**config.mk**
```make
export PLATFORM = sky130hd
export DESIGN_NAME = mult_seq_ctrl_flat
export DESIGN_NICKNAME = d
export VERILOG_FILES = /design/src/rtl/mult_seq_ctrl_if.sv /design/src/rtl/mult_seq_ctrl.sv /design/src/flat_wrapper.sv
export SDC_FILE = /design/constraint.sdc
export NUM_CORES = 1
export LEC_CHECK = 0
export CAP_MARGIN = 10
export CORE_AREA = 2 2 39 41
export CTS_BUF_LIST = sky130_fd_sc_hd__clkbuf_2
export DETAILED_ROUTE_END_ITERATION = 12
export DIE_AREA = 0 0 41 43
export PLACE_DENSITY = 0.82
export SLEW_MARGIN = 10
export SYNTH_ARGS = -nofsm -noshare
export SYNTH_HDL_FRONTEND = slang
export SYNTH_SLANG_ARGS = --single-unit
```
**constraint.sdc**
```tcl
create_clock -name clock -period 4.26 [get_ports clock]
set_input_delay 0.852 -clock clock [delete_from_list [all_inputs] [get_ports clock]]
set_output_delay 0.852 -clock clock [all_outputs]
set_load 0.02 [all_outputs]
```
**src/rtl/mult_seq_ctrl_if.sv**
```systemverilog
// Handshake/strobe bundle between decode/datapath (master) and the
// multiplier sequencing FSM (slave).
interface mult_seq_ctrl_if;
    logic start;
    logic op_signed;
    logic mq_lsb;
    logic mq_sign;
    logic rd_hilo;
    logic load;
    logic step;
    logic add_en;
    logic sub_en;
    logic hilo_we;
    logic busy;
    logic done;
    logic stall;

    modport master (
        output start, op_signed, mq_lsb, mq_sign, rd_hilo,
        input  load, step, add_en, sub_en, hilo_we, busy, done, stall
    );

    modport slave (
        input  start, op_signed, mq_lsb, mq_sign, rd_hilo,
        output load, step, add_en, sub_en, hilo_we, busy, done, stall
    );
endinterface

```
**src/rtl/mult_seq_ctrl.sv**
```systemverilog
// Control FSM for the MIPS shift-add multiplier (MULT/MULTU).
// Optional MULT_ABORT_EN adds a flush port that cancels LOAD/RUN.
module mult_seq_ctrl #(
    parameter int WIDTH = 32,
    parameter int CNT_W = 5
) (
    input  logic           clock,
    input  logic           rst,
    mult_seq_ctrl_if.slave bus
`ifdef MULT_ABORT_EN
    ,
    input  logic           flush
`endif
);

    localparam logic [1:0] IDLE  = 2'd0;
    localparam logic [1:0] LOAD  = 2'd1;
    localparam logic [1:0] RUN   = 2'd2;
    localparam logic [1:0] WRITE = 2'd3;

    localparam logic [CNT_W-1:0] LAST = CNT_W'(WIDTH - 1);

    logic [1:0]       state;
    logic [CNT_W-1:0] cnt;
    logic             sgn_q;
    logic             neg_q;
    logic             last;
    logic             abort;
    logic             accept;

    assign last = (cnt == LAST);

`ifdef MULT_ABORT_EN
    // A flush that lands with start in IDLE wins: the request is dropped.
    assign abort  = flush & ((state == LOAD) | (state == RUN));
    assign accept = bus.start & ~flush;
`else
    assign abort  = 1'b0;
    assign accept = bus.start;
`endif

    always_ff @(posedge clock or posedge rst) begin
        if (rst) begin
            state <= IDLE;
            cnt   <= '0;
            sgn_q <= 1'b0;
            neg_q <= 1'b0;
        end else begin
            case (state)
                IDLE: begin
                    if (accept) begin
                        state <= LOAD;
                        sgn_q <= bus.op_signed;
                    end
                end
                LOAD: begin
                    if (abort) begin
                        state <= IDLE;
                    end else begin
                        neg_q <= sgn_q & bus.mq_sign;
                        cnt   <= '0;
                        state <= RUN;
                    end
                end
                RUN: begin
                    // cnt holds at WIDTH-1 on exit so it never wraps.
                    if (abort) begin
                        state <= IDLE;
                    end else if (last) begin
                        state <= WRITE;
                    end else begin
                        cnt <= cnt + CNT_W'(1);
                    end
                end
                WRITE: begin
                    state <= IDLE;
                end
                default: begin
                    state <= IDLE;
                end
            endcase
        end
    end

    always_comb begin
        bus.load    = 1'b0;
        bus.step    = 1'b0;
        bus.add_en  = 1'b0;
        bus.sub_en  = 1'b0;
        bus.hilo_we = 1'b0;
        bus.done    = 1'b0;
        bus.busy    = (state != IDLE);
        case (state)
            LOAD: bus.load = 1'b1;
            RUN: begin
                bus.step = 1'b1;
                // Final iteration of a negative signed multiplier subtracts
                // instead of adding (two's-complement sign weight).
                if (last & neg_q) begin
                    bus.sub_en = bus.mq_lsb;
                end else begin
                    bus.add_en = bus.mq_lsb;
                end
            end
            WRITE: begin
                bus.hilo_we = 1'b1;
                bus.done    = 1'b1;
            end
            default: ;
        endcase
    end

    assign bus.stall = ~rst & bus.rd_hilo & ((state != IDLE) | ((state == IDLE) & bus.start));

endmodule

```
**src/flat_wrapper.sv**
```systemverilog
// flat-port wrapper written by rule: the top's interface ports become plain ports
module mult_seq_ctrl_flat 
#(
    parameter int WIDTH = 32,
    parameter int CNT_W = 5
)
  (clock, rst, bus_start, bus_op_signed, bus_mq_lsb, bus_mq_sign, bus_rd_hilo, bus_load, bus_step, bus_add_en, bus_sub_en, bus_hilo_we, bus_busy, bus_done, bus_stall);
  mult_seq_ctrl_if bus_i ();
  input  logic clock;
  input  logic rst;
  input wire logic [$bits(bus_i.start)-1:0] bus_start;
  input wire logic [$bits(bus_i.op_signed)-1:0] bus_op_signed;
  input wire logic [$bits(bus_i.mq_lsb)-1:0] bus_mq_lsb;
  input wire logic [$bits(bus_i.mq_sign)-1:0] bus_mq_sign;
  input wire logic [$bits(bus_i.rd_hilo)-1:0] bus_rd_hilo;
  output wire logic [$bits(bus_i.load)-1:0] bus_load;
  output wire logic [$bits(bus_i.step)-1:0] bus_step;
  output wire logic [$bits(bus_i.add_en)-1:0] bus_add_en;
  output wire logic [$bits(bus_i.sub_en)-1:0] bus_sub_en;
  output wire logic [$bits(bus_i.hilo_we)-1:0] bus_hilo_we;
  output wire logic [$bits(bus_i.busy)-1:0] bus_busy;
  output wire logic [$bits(bus_i.done)-1:0] bus_done;
  output wire logic [$bits(bus_i.stall)-1:0] bus_stall;
  assign bus_i.start = bus_start;
  assign bus_i.op_signed = bus_op_signed;
  assign bus_i.mq_lsb = bus_mq_lsb;
  assign bus_i.mq_sign = bus_mq_sign;
  assign bus_i.rd_hilo = bus_rd_hilo;
  assign bus_load = bus_i.load;
  assign bus_step = bus_i.step;
  assign bus_add_en = bus_i.add_en;
  assign bus_sub_en = bus_i.sub_en;
  assign bus_hilo_we = bus_i.hilo_we;
  assign bus_busy = bus_i.busy;
  assign bus_done = bus_i.done;
  assign bus_stall = bus_i.stall;
  mult_seq_ctrl #(.WIDTH(WIDTH), .CNT_W(CNT_W)) u_core (.clock(clock), .rst(rst), .bus(bus_i));
endmodule
```
==> flow_summary_export.csv, run 1 <==
group,metric,value,unit
layout,mostFrequentLayoutCells,"clkdlybuf4s50_1 (14), dfrtp_1 (9), inv_1 (7), nand2_1 (7), ha_1 (7)",
sta,worst_slew_margin,0.722,
global_route,grt_max_degree,10,
synthesis,synth.yosys.warnings,0,
floorplan,num_rows,14,
global_route,grt_pass1_wl,1.85,mm
sta,hold_violations_final,0,
layout,layout.nets,89,
synthesis,ys_ff_latch,9,
synthesis,synth_fa_ha_area_frac,0.148,
synthesis,largest_family_of_logic_cells_by_synthesized_area,"simple AND/OR/NAND/NOR gates",
min_path,timing.hold.worst.class,"reg -> reg",
global_route,grt_antenna_before_repair,0,
synthesis,synth_xor_area_frac,0.0148,
floorplan,placeableCoreArea,0.00138,mm²
critical_path,reg2reg_setup_slack,2.34,ns
status,run_status,"finished clean",
place,dp.cells,86,
pwr,cellLeakagePower,0.000371,µW
routing,via_per_inst,5.13,
critical_path,worst-r2r-cell-count,6,
synthesis,synth_ff_type,"dfrtp_1",
synthesis,synth_seq_area_share,0.380,
place,port_buffers,14,
floorplan,die_area,0.00176,mm²
sta,finalClockSkew,0.00905,ns
clock_network,cts_root_buffer,"clkbuf_2",
critical_path,critical_path_required,3.41,ns
layout,ratio_of_cells_with_drive_above_1_in_the_final_layout,0.176,
pwr,power_per_cell_area,664,mW/mm²
global_route,gr-total-overflow,0,
layout,fillers,117,
synthesis,synth_area_per_cell,10.2,µm²
synthesis,syn-cell-area,593,µm²
sta,setup_violations,0,
layout,final_cells,90,
critical_path,critPathCaptureType,"primary output",
synthesis,netlist-cell-type-count,24,
pwr,vdd_ir_drop_max,0.376,mV
run,timing.max_cap.violations,0,
global_route,gr-usage-all-layers,0.156,
routing,remaining_drc_errors,0,
sta,max_clock_freq,0.312,GHz
place,place_hpwl,858,µm
synthesis,postSynthCellCount,58,
clock_network,cts-hold-fix-buffers,0,
synthesis,synth_enable_flop_cells,0,
floorplan,initial_core_util,0.429,
min_path,hold_depth,1,
routing,detailroute.via_count,462,
floorplan,die_width,41,µm
routing,detail_route.wl_per_cell,12.0,µm
layout,layout_commonest_cell,"clkdlybuf4s50_1",
floorplan,overall_die_height,43,µm
place,globalplace.congestion,0.680,
clock_network,insertion_delay,0.25,ns
routing,postRouteAntennaNets,0,
routing,detail_route.first_pass.iterations,4,
floorplan,io-pin-count,15,
synthesis,async_reset_ff_frac,1.00,
sta,worst_pin_slew,0.418,ns
clock_network,clk_pin_slew_worst_paths,0.09,ns
layout,seq_area,225,µm²
critical_path,crit_arrival,2.36,ns
clock_network,post_cts.repair.setup_buffers,0,
synthesis,yosys.area_share.simple,0.188,
synthesis,post_synth_main_area_contributors,"dfrtp_1 (38%), ha_1 (15%), inv_1 (4.4%)",
critical_path,critical_path.startpoint_type,"primary input",
clock_network,tritoncts,"built",
sta,final.setup.tns,0,ns
routing,wl,1.08,mm
synthesis,synth_top_area_cell,"dfrtp_1",
layout,antenna_cells_inserted,0,
synthesis,yosys.area.top_type_share,0.380,
synthesis,synth_nets,72,
clock_network,clock-sinks,9,
sta,grt_setup_unrepaired,"false",
clock_network,cts_resized,0,
layout,multi_input_comb_area,323,µm²
sta,period_needed,3.21,ns
clock_network,cts_inserted_buffers,3,
sta,maxSlewViolCount,0,
routing,drtIter0Drc,8,
sta,post-route-period-util,0.754,
critical_path,path_max_fanout,3,
clock_network,ctsHtreeMaxLevel,1,
clock_network,ctsLongestPathBuffers,2,
global_route,grt_pass1_vias,460,
layout,area_delta_synth_final,27.2,%
synthesis,synth_compound_area_frac,0.116,
synthesis,muxShareOfSynthArea,0.0781,
critical_path,path_class,"in -> out",
per-stage QoR:
| step | worst slack [ns] | hold WS (ns) | total power (µW) | util | cell area (µm²) |
|---|---|---|---|---|---|
| after floorplan | 1.81 | 0.429 | 358 | - | 593 |
| after global placement | 1.06 | 0.464 | 439 | 0.531 | 734 |
| after detailed placement | 1.03 | 0.465 | 449 | 0.531 | 734 |
| after CTS | 1.03 | 0.478 | 505 | 0.545 | 754 |
| after global routing | 0.923 | 0.512 | 542 | 0.545 | 754 |
| final | 1.05 | 0.486 | 501 | 0.545 | 754 |
area by class of cell:
type                       count  area share
tap                           16      0.0265
sequential                     9       0.299
clock buffer                   4      0.0265
timing repair buffer          14       0.186
inverter                       7      0.0348
multi-input combinational     40       0.428
registers in the layout, summed over array words and instances, names as in the netlist:
signal	flops
u_core.state	2
u_core.sgn_q	1
u_core.cnt	5
u_core.neg_q	1
power breakdown:
part / leakage (µW) / internal (µW) / switching [µW] / total, µW
logic: 0.000240 / 144 / 140 / 284
registers: 0.000115 / 121 / 37.4 / 159
clock network: 0.0000166 / 24.9 / 33.0 / 58.0
final timing paths:
kind / from / to
hold reg to reg: u_core.cnt[3]$_DFFE_PP0P_ / u_core.cnt[3]$_DFFE_PP0P_
max in group asynchronous: rst / u_core.cnt[1]$_DFFE_PP0P_
setup reg to reg: u_core.cnt[0]$_DFFE_PP0P_ / u_core.state[1]$_DFFE_PP0P_
min in group asynchronous: rst / u_core.sgn_q$_DFFE_PP0P_
setup / recovery: bus_start / bus_stall
hold / removal: u_core.cnt[3]$_DFFE_PP0P_ / u_core.cnt[3]$_DFFE_PP0P_
cell families (layout without fill, tap and decap cells):
family          after synthesis  in the layout
fa+ha+maj                     7              7
compound gates               11             11
xor+xnor                      1              1
buf+inv                       9             25
mux                           4              4
simple gates                 17             17
flops                         9              9
cell usage after synthesis, types with 2 or more instances:
cell type  instances
inv_1              7
a31oi_1            2
mux2i_1            2
dfrtp_1            9
o21ai_0            5
a21oi_1            2
nor2_1             2
nand2_1            7
ha_1               7
layer usage:
layer / routed length, µm / up-vias / track usage
met1: 434 / 220 / 0.183
met3: 37 / 4 / 0.0314
li1: - / 226 / -
met4: 18 / 0 / 0.0800
met2: 588 / 12 / 0.253
met5: 0 / - / 0
worst max-delay path, cell delays in order:
cell	delay, ns
clkdlybuf4s50_1	0.47
and2b_2	0.24
nor3b_1	0.17
clkdlybuf4s50_1	0.63
Power figures use the tool's default switching activity.
==> run 2: changes to the inputs <==
==> constraint.sdc (replaced) <==
create_clock -name clock -period 3.2 [get_ports clock]
set_input_delay 0.64 -clock clock [delete_from_list [all_inputs] [get_ports clock]]
set_output_delay 0.64 -clock clock [all_outputs]
set_load 0.02 [all_outputs]
==> run 2 against run 1 <==
Compared with the run above: setup slack worse by 0.81 ns; clock skew decreased by 0.0020 ns; clock-buffer cell count unchanged; first-iteration DRC count is 25% lower; wire length increased by 2.2%; non-clock buffer count did not move; sequential power rose by 33%; global-route usage is 0.61 points higher; critical path depth is 1 higher; via count is 1.1% lower; core utilization unchanged; combinational power rose by 34%; largest cell class unchanged; largest power group unchanged.
==> flow_summary_export.csv, run 2 (synthesis results as in run 1) <==
group,metric,value,unit
routing,postRouteAntennaNets,0,
routing,drtIter0Drc,6,
floorplan,placeableCoreArea,0.00138,mm²
critical_path,worst_path_largest_cell_delay,0.62,ns
critical_path,reg2reg_setup_slack,1.29,ns
clock_network,ctsLongestPathBuffers,2,
routing,wl,1.10,mm
global_route,met3_usage_grt,0.0628,
layout,area_delta_synth_final,27.2,%
pwr,cellLeakagePower,0.000371,µW
sta,worst_slew_margin,0.728,
critical_path,cp-startpoint,"u_core.cnt[0]$_DFFE_PP0P_",
clock_network,post_cts.repair.setup_buffers,0,
layout,top_register,"u_core.cnt",
clock_network,cts_root_buffer,"clkbuf_2",
global_route,grt_util_met2,0.272,
critical_path,path_max_fanout,8,
sta,post-route-period-util,0.925,
pwr,power_per_cell_area,883,mW/mm²
layout,mostFrequentLayoutCells,"clkdlybuf4s50_1 (14), dfrtp_1 (9), inv_1 (7), nand2_1 (7), ha_1 (7)",
clock_network,tritoncts,"built",
floorplan,die_width,41,µm
critical_path,path_cells,"ha_1, and3_1, ha_1, a21oi_1, clkdlybuf4s50_1",
sta,hold_violations_final,0,
critical_path,critical_path_required,2.56,ns
routing,detail_route.first_pass.iterations,4,
critical_path,regToRegStartpoint,"u_core.cnt[0]$_DFFE_PP0P_",
min_path,timing.hold.worst.class,"reg -> reg",
run,timing.max_cap.violations,0,
floorplan,num_rows,14,
floorplan,io-pin-count,15,
routing,detailroute.via_count,457,
layout,layout_commonest_cell,"clkdlybuf4s50_1",
sta,worst_pin_slew,0.407,ns
layout,fillers,122,
sta,setup_violations,0,
global_route,gr-usage-all-layers,0.162,
clock_network,clk_pin_slew_worst_paths,0.10,ns
layout,largest_registers,"u_core.cnt: 5 flops, u_core.state: 2 flops",
clock_network,cts_inserted_buffers,3,
pwr,vdd_ir_drop_max,0.424,mV
layout,antenna_cells_inserted,0,
clock_network,clock-sinks,9,
clock_network,insertion_delay,0.24,ns
critical_path,crit_arrival,2.32,ns
pwr,total_power,666,µW
routing,detail_route.wl_per_cell,12.3,µm
global_route,grt-busiest-layer,"met2",
place,post_dp_cell_area,734,µm²
critical_path,path_class,"reg -> out",
place,dp.cells,86,
clock_network,cts-hold-fix-buffers,0,
sta,period_needed,2.96,ns
sta,maxSlewViolCount,0,
layout,ratio_of_cells_with_drive_above_1_in_the_final_layout,0.176,
sta,finalClockSkew,0.00705,ns
status,run_status,"finished clean",
global_route,globalRouteMet1Util,0.163,
critical_path,critPathCaptureType,"primary output",
global_route,grt_max_degree,10,
place,port_buffers,14,
global_route,grt_pass1_vias,452,
place,globalplace.congestion,0.680,
critical_path,critical_path.most_common_cell,"ha_1",
layout,largest_register_ffs,5,
routing,remaining_drc_errors,0,
layout,final_cells,90,
sta,grt_setup_unrepaired,"false",
floorplan,overall_die_height,43,µm
global_route,grt_pass1_wl,1.86,mm
sta,max_clock_freq,0.338,GHz
clock_network,cts_resized,0,
place,place_hpwl,886,µm
layout,final_area,754,µm²
routing,via_per_inst,5.08,
critical_path,critical_path.startpoint_type,"flip-flop",
clock_network,ctsHtreeMaxLevel,1,
floorplan,die_area,0.00176,mm²
sta,final.setup.tns,0,ns
global_route,gr-total-overflow,0,
layout,layout.nets,89,
critical_path,slowest_stage_cell_cp,"clkdlybuf4s50_1",
min_path,worst_hold_startpoint,"u_core.cnt[3]$_DFFE_PP0P_",
global_route,grt_antenna_before_repair,0,
floorplan,initial_core_util,0.429,
-- run 2: cell counts in the layout (fill, tap and decap cells not counted) --
No cell type changed its count.
-- run 2: worst max-delay path, delay by kind of cell, from the launching register on --
family | cells | cell delay (ns)
adders and majority gates | 2 | 0.60
AOI/OAI and AO/OA | 1 | 0.20
DFF | 1 | 0.46
buffers and inverters | 1 | 0.62
and+or+nand+nor | 1 | 0.19
-- run 2: metal layers --
layer  share of wire  vias up
met5               0        -
met4               0        0
met3           0.034        0
met2            0.57        9
met1            0.39      221
li1                -      227
-- run 2: layout make-up --
cell class	instances	area, µm²	area share
Timing Repair Buffer	14	140	0.186
Clock buffer	4	20.0	0.0265
Tap cell	16	20.0	0.0265
Inverter	7	26.3	0.0348
Sequential cell	9	225	0.299
Multi-Input combinational cell	40	323	0.428
-- run 2: path summary, 6_finish.rpt --
| check | endpoint | cells past startpoint |
|---|---|---|
| worst max-delay path | bus_add_en | 5 |
| worst min-delay path | u_core.cnt[3]$_DFFE_PP0P_ | 1 |
| worst max register to register | u_core.state[1]$_DFFE_PP0P_ | 6 |
| worst min register to register | u_core.cnt[3]$_DFFE_PP0P_ | 1 |
| max in group asynchronous | u_core.cnt[1]$_DFFE_PP0P_ | 2 |
| min in group asynchronous | u_core.cnt[2]$_DFFE_PP0P_ | 2 |
-- run 2: metrics by stage --
stage,util,hold slack [ns],setup slack [ns]
final,0.545,0.480,0.242
after global routing,0.545,0.512,0.0823
after CTS,0.545,0.478,0.216
after detailed placement,0.531,0.465,0.394
after global placement,0.531,0.464,0.425
after floorplan,-,0.429,1.03
-- run 2: power breakdown --
part,switching (µW),internal (µW),total [µW],leakage [µW]
registers,49.9,161,211,0.000115
logic,188,192,380,0.000240
clock network,41.4,33.2,74.7,0.0000166
==> run 3: changes to the inputs <==
--- a/config.mk
+++ b/config.mk
@@ -10,6 +10,7 @@
 export CTS_BUF_LIST = sky130_fd_sc_hd__clkbuf_2
 export DETAILED_ROUTE_END_ITERATION = 12
 export DIE_AREA = 0 0 41 43
+export GPL_TIMING_DRIVEN = 0
 export PLACE_DENSITY = 0.82
 export SLEW_MARGIN = 10
 export SYNTH_ARGS = -nofsm -noshare
==> run 3 against run 2 <==
Compared with the run above: combinational power grew 2%; wire length shrank 3.4%; fmax grew 2.5%; critical path depth grew 1; non-clock buffer count grew 2; hold slack gained 0.00063 ns; flip-flop and latch count is the same; clock-buffer cell count is the same; core utilization grew 1.4 points; critical path type unchanged; highest routed layer is now met4; largest cell class unchanged; sequential power is essentially flat; register-to-register slack gained 0.09 ns; via count shrank 2.0%.
==> flow_summary_export.csv, run 3 (synthesis results as in run 1) <==
group,metric,value,unit
status,run_status,"finished clean",
global_route,gr-total-overflow,0,
floorplan,overall_die_height,43,µm
clock_network,clock-sinks,9,
run,timing.max_cap.violations,0,
routing,detailroute.via_count,448,
sta,post-route-period-util,0.902,
sta,setup_ws,0.313,ns
layout,largest_registers,"u_core.cnt: 5 flops, u_core.state: 2 flops",
layout,layout.nets,91,
pwr,power_per_cell_area,866,mW/mm²
critical_path,crit_arrival,2.25,ns
routing,detail_route.first_pass.iterations,2,
critical_path,critical_path.startpoint_type,"flip-flop",
clock_network,cts_inserted_buffers,3,
routing,drtIter0Drc,3,
layout,ratio_of_cells_with_drive_above_1_in_the_final_layout,0.197,
layout,largest_register_ffs,5,
global_route,gr-usage-all-layers,0.162,
routing,via_per_inst,4.87,
pwr,cellLeakagePower,0.000383,µW
floorplan,die_width,41,µm
layout,seq_area,225,µm²
critical_path,cp-startpoint,"u_core.cnt[0]$_DFFE_PP0P_",
sta,period_needed,2.89,ns
floorplan,placeableCoreArea,0.00138,mm²
global_route,grt_pass1_wl,1.88,mm
sta,max_clock_freq,0.346,GHz
global_route,grt_pass1_vias,447,
sta,worst_slew_margin,0.762,
routing,detail_route.wl_per_cell,11.6,µm
sta,setup_violations,0,
place,dp.cells,88,
place,post-place-ws,0.406,ns
sta,finalClockSkew,0.00694,ns
layout,fillers,122,
clock_network,insertion_delay,0.24,ns
global_route,grt_antenna_before_repair,0,
pwr,total_power,670,µW
sta,hold_violations_final,0,
layout,final_cells,92,
sta,grt_setup_unrepaired,"false",
clock_network,clk_pin_slew_worst_paths,0.09,ns
critical_path,path_max_fanout,8,
floorplan,initial_core_util,0.429,
layout,mostFrequentLayoutCells,"clkdlybuf4s50_1 (14), dfrtp_1 (9), inv_1 (7), nand2_1 (7), ha_1 (7)",
clock_network,post_cts.repair.setup_buffers,0,
critical_path,critPathCaptureType,"primary output",
clock_network,cts-hold-fix-buffers,0,
floorplan,die_area,0.00176,mm²
layout,finish.utilization,0.559,
sta,worst_pin_slew,0.357,ns
sta,final.setup.tns,0,ns
min_path,timing.hold.worst.class,"reg -> reg",
routing,remaining_drc_errors,0,
place,globalplace.congestion,0.701,
layout,antenna_cells_inserted,0,
place,place_hpwl,836,µm
critical_path,critical_path_required,2.56,ns
layout,top_register,"u_core.cnt",
min_path,worst_hold_startpoint,"u_core.cnt[3]$_DFFE_PP0P_",
layout,layout_commonest_cell,"clkdlybuf4s50_1",
critical_path,regToRegStartpoint,"u_core.cnt[0]$_DFFE_PP0P_",
sta,maxSlewViolCount,0,
clock_network,cts_root_buffer,"clkbuf_2",
clock_network,tritoncts,"built",
layout,area_delta_synth_final,30.4,%
pwr,vdd_ir_drop_max,0.460,mV
clock_network,cts_resized,0,
routing,wl,1.07,mm
routing,postRouteAntennaNets,0,
global_route,grt_max_degree,10,
clock_network,ctsHtreeMaxLevel,1,
critical_path,path_class,"reg -> out",
layout,multi_input_comb_area,323,µm²
place,port_buffers,14,
floorplan,num_rows,14,
clock_network,ctsLongestPathBuffers,2,
floorplan,io-pin-count,15,
==> run 3: per-stage QoR <==
step	area (µm²)	hold slack, ns
2_1_floorplan	593	0.429
3_3_place_gp	753	0.457
3_5_place_dp	753	0.464
4_1_cts	773	0.480
5_1_grt	773	0.487
6_report	773	0.480
==> run 3: cell type report <==
type	count	area share
tap	16	0.0259
sequential	9	0.291
buffer	2	0.0243
multi-input combinational	40	0.417
timing repair buffer	14	0.181
inverter	7	0.0340
clock buffer	4	0.0259
==> run 3: worst max-delay path, stage by stage, from the launching register on <==
cell	delay [ns]
dfrtp_1	0.45
ha_1	0.26
and3_1	0.20
ha_1	0.20
buf_6	0.14
a21oi_1	0.14
clkdlybuf4s50_1	0.62
==> run 3: layer usage <==
| metal | global-route usage | share of wire | vias to the layer above | wire length [µm] |
|---|---|---|---|---|
| li1 | - | - | 231 | - |
| met1 | 0.192 | 0.42 | 206 | 448 |
| met2 | 0.244 | 0.53 | 9 | 564 |
| met3 | 0.0471 | 0.041 | 2 | 44 |
| met4 | 0.100 | 0.0075 | 0 | 8 |
| met5 | 0 | 0 | - | 0 |
==> run 3: final timing paths <==
path | to | slack (ns) | cells after the start
setup / recovery | bus_add_en | 0.31 | 6
hold / removal | u_core.cnt[3]$_DFFE_PP0P_ | 0.48 | 1
setup reg to reg | u_core.cnt[3]$_DFFE_PP0P_ | 1.38 | 7
hold reg to reg | u_core.cnt[3]$_DFFE_PP0P_ | 0.48 | 1
max in group asynchronous | u_core.state[1]$_DFFE_PP0P_ | 2.25 | 2
min in group asynchronous | u_core.cnt[1]$_DFFE_PP0P_ | 0.68 | 2
==> run 3: report_power, final <==
part           switching (µW)  internal, µW
registers                49.3           161
logic                     188           199
clock network            38.6          33.2
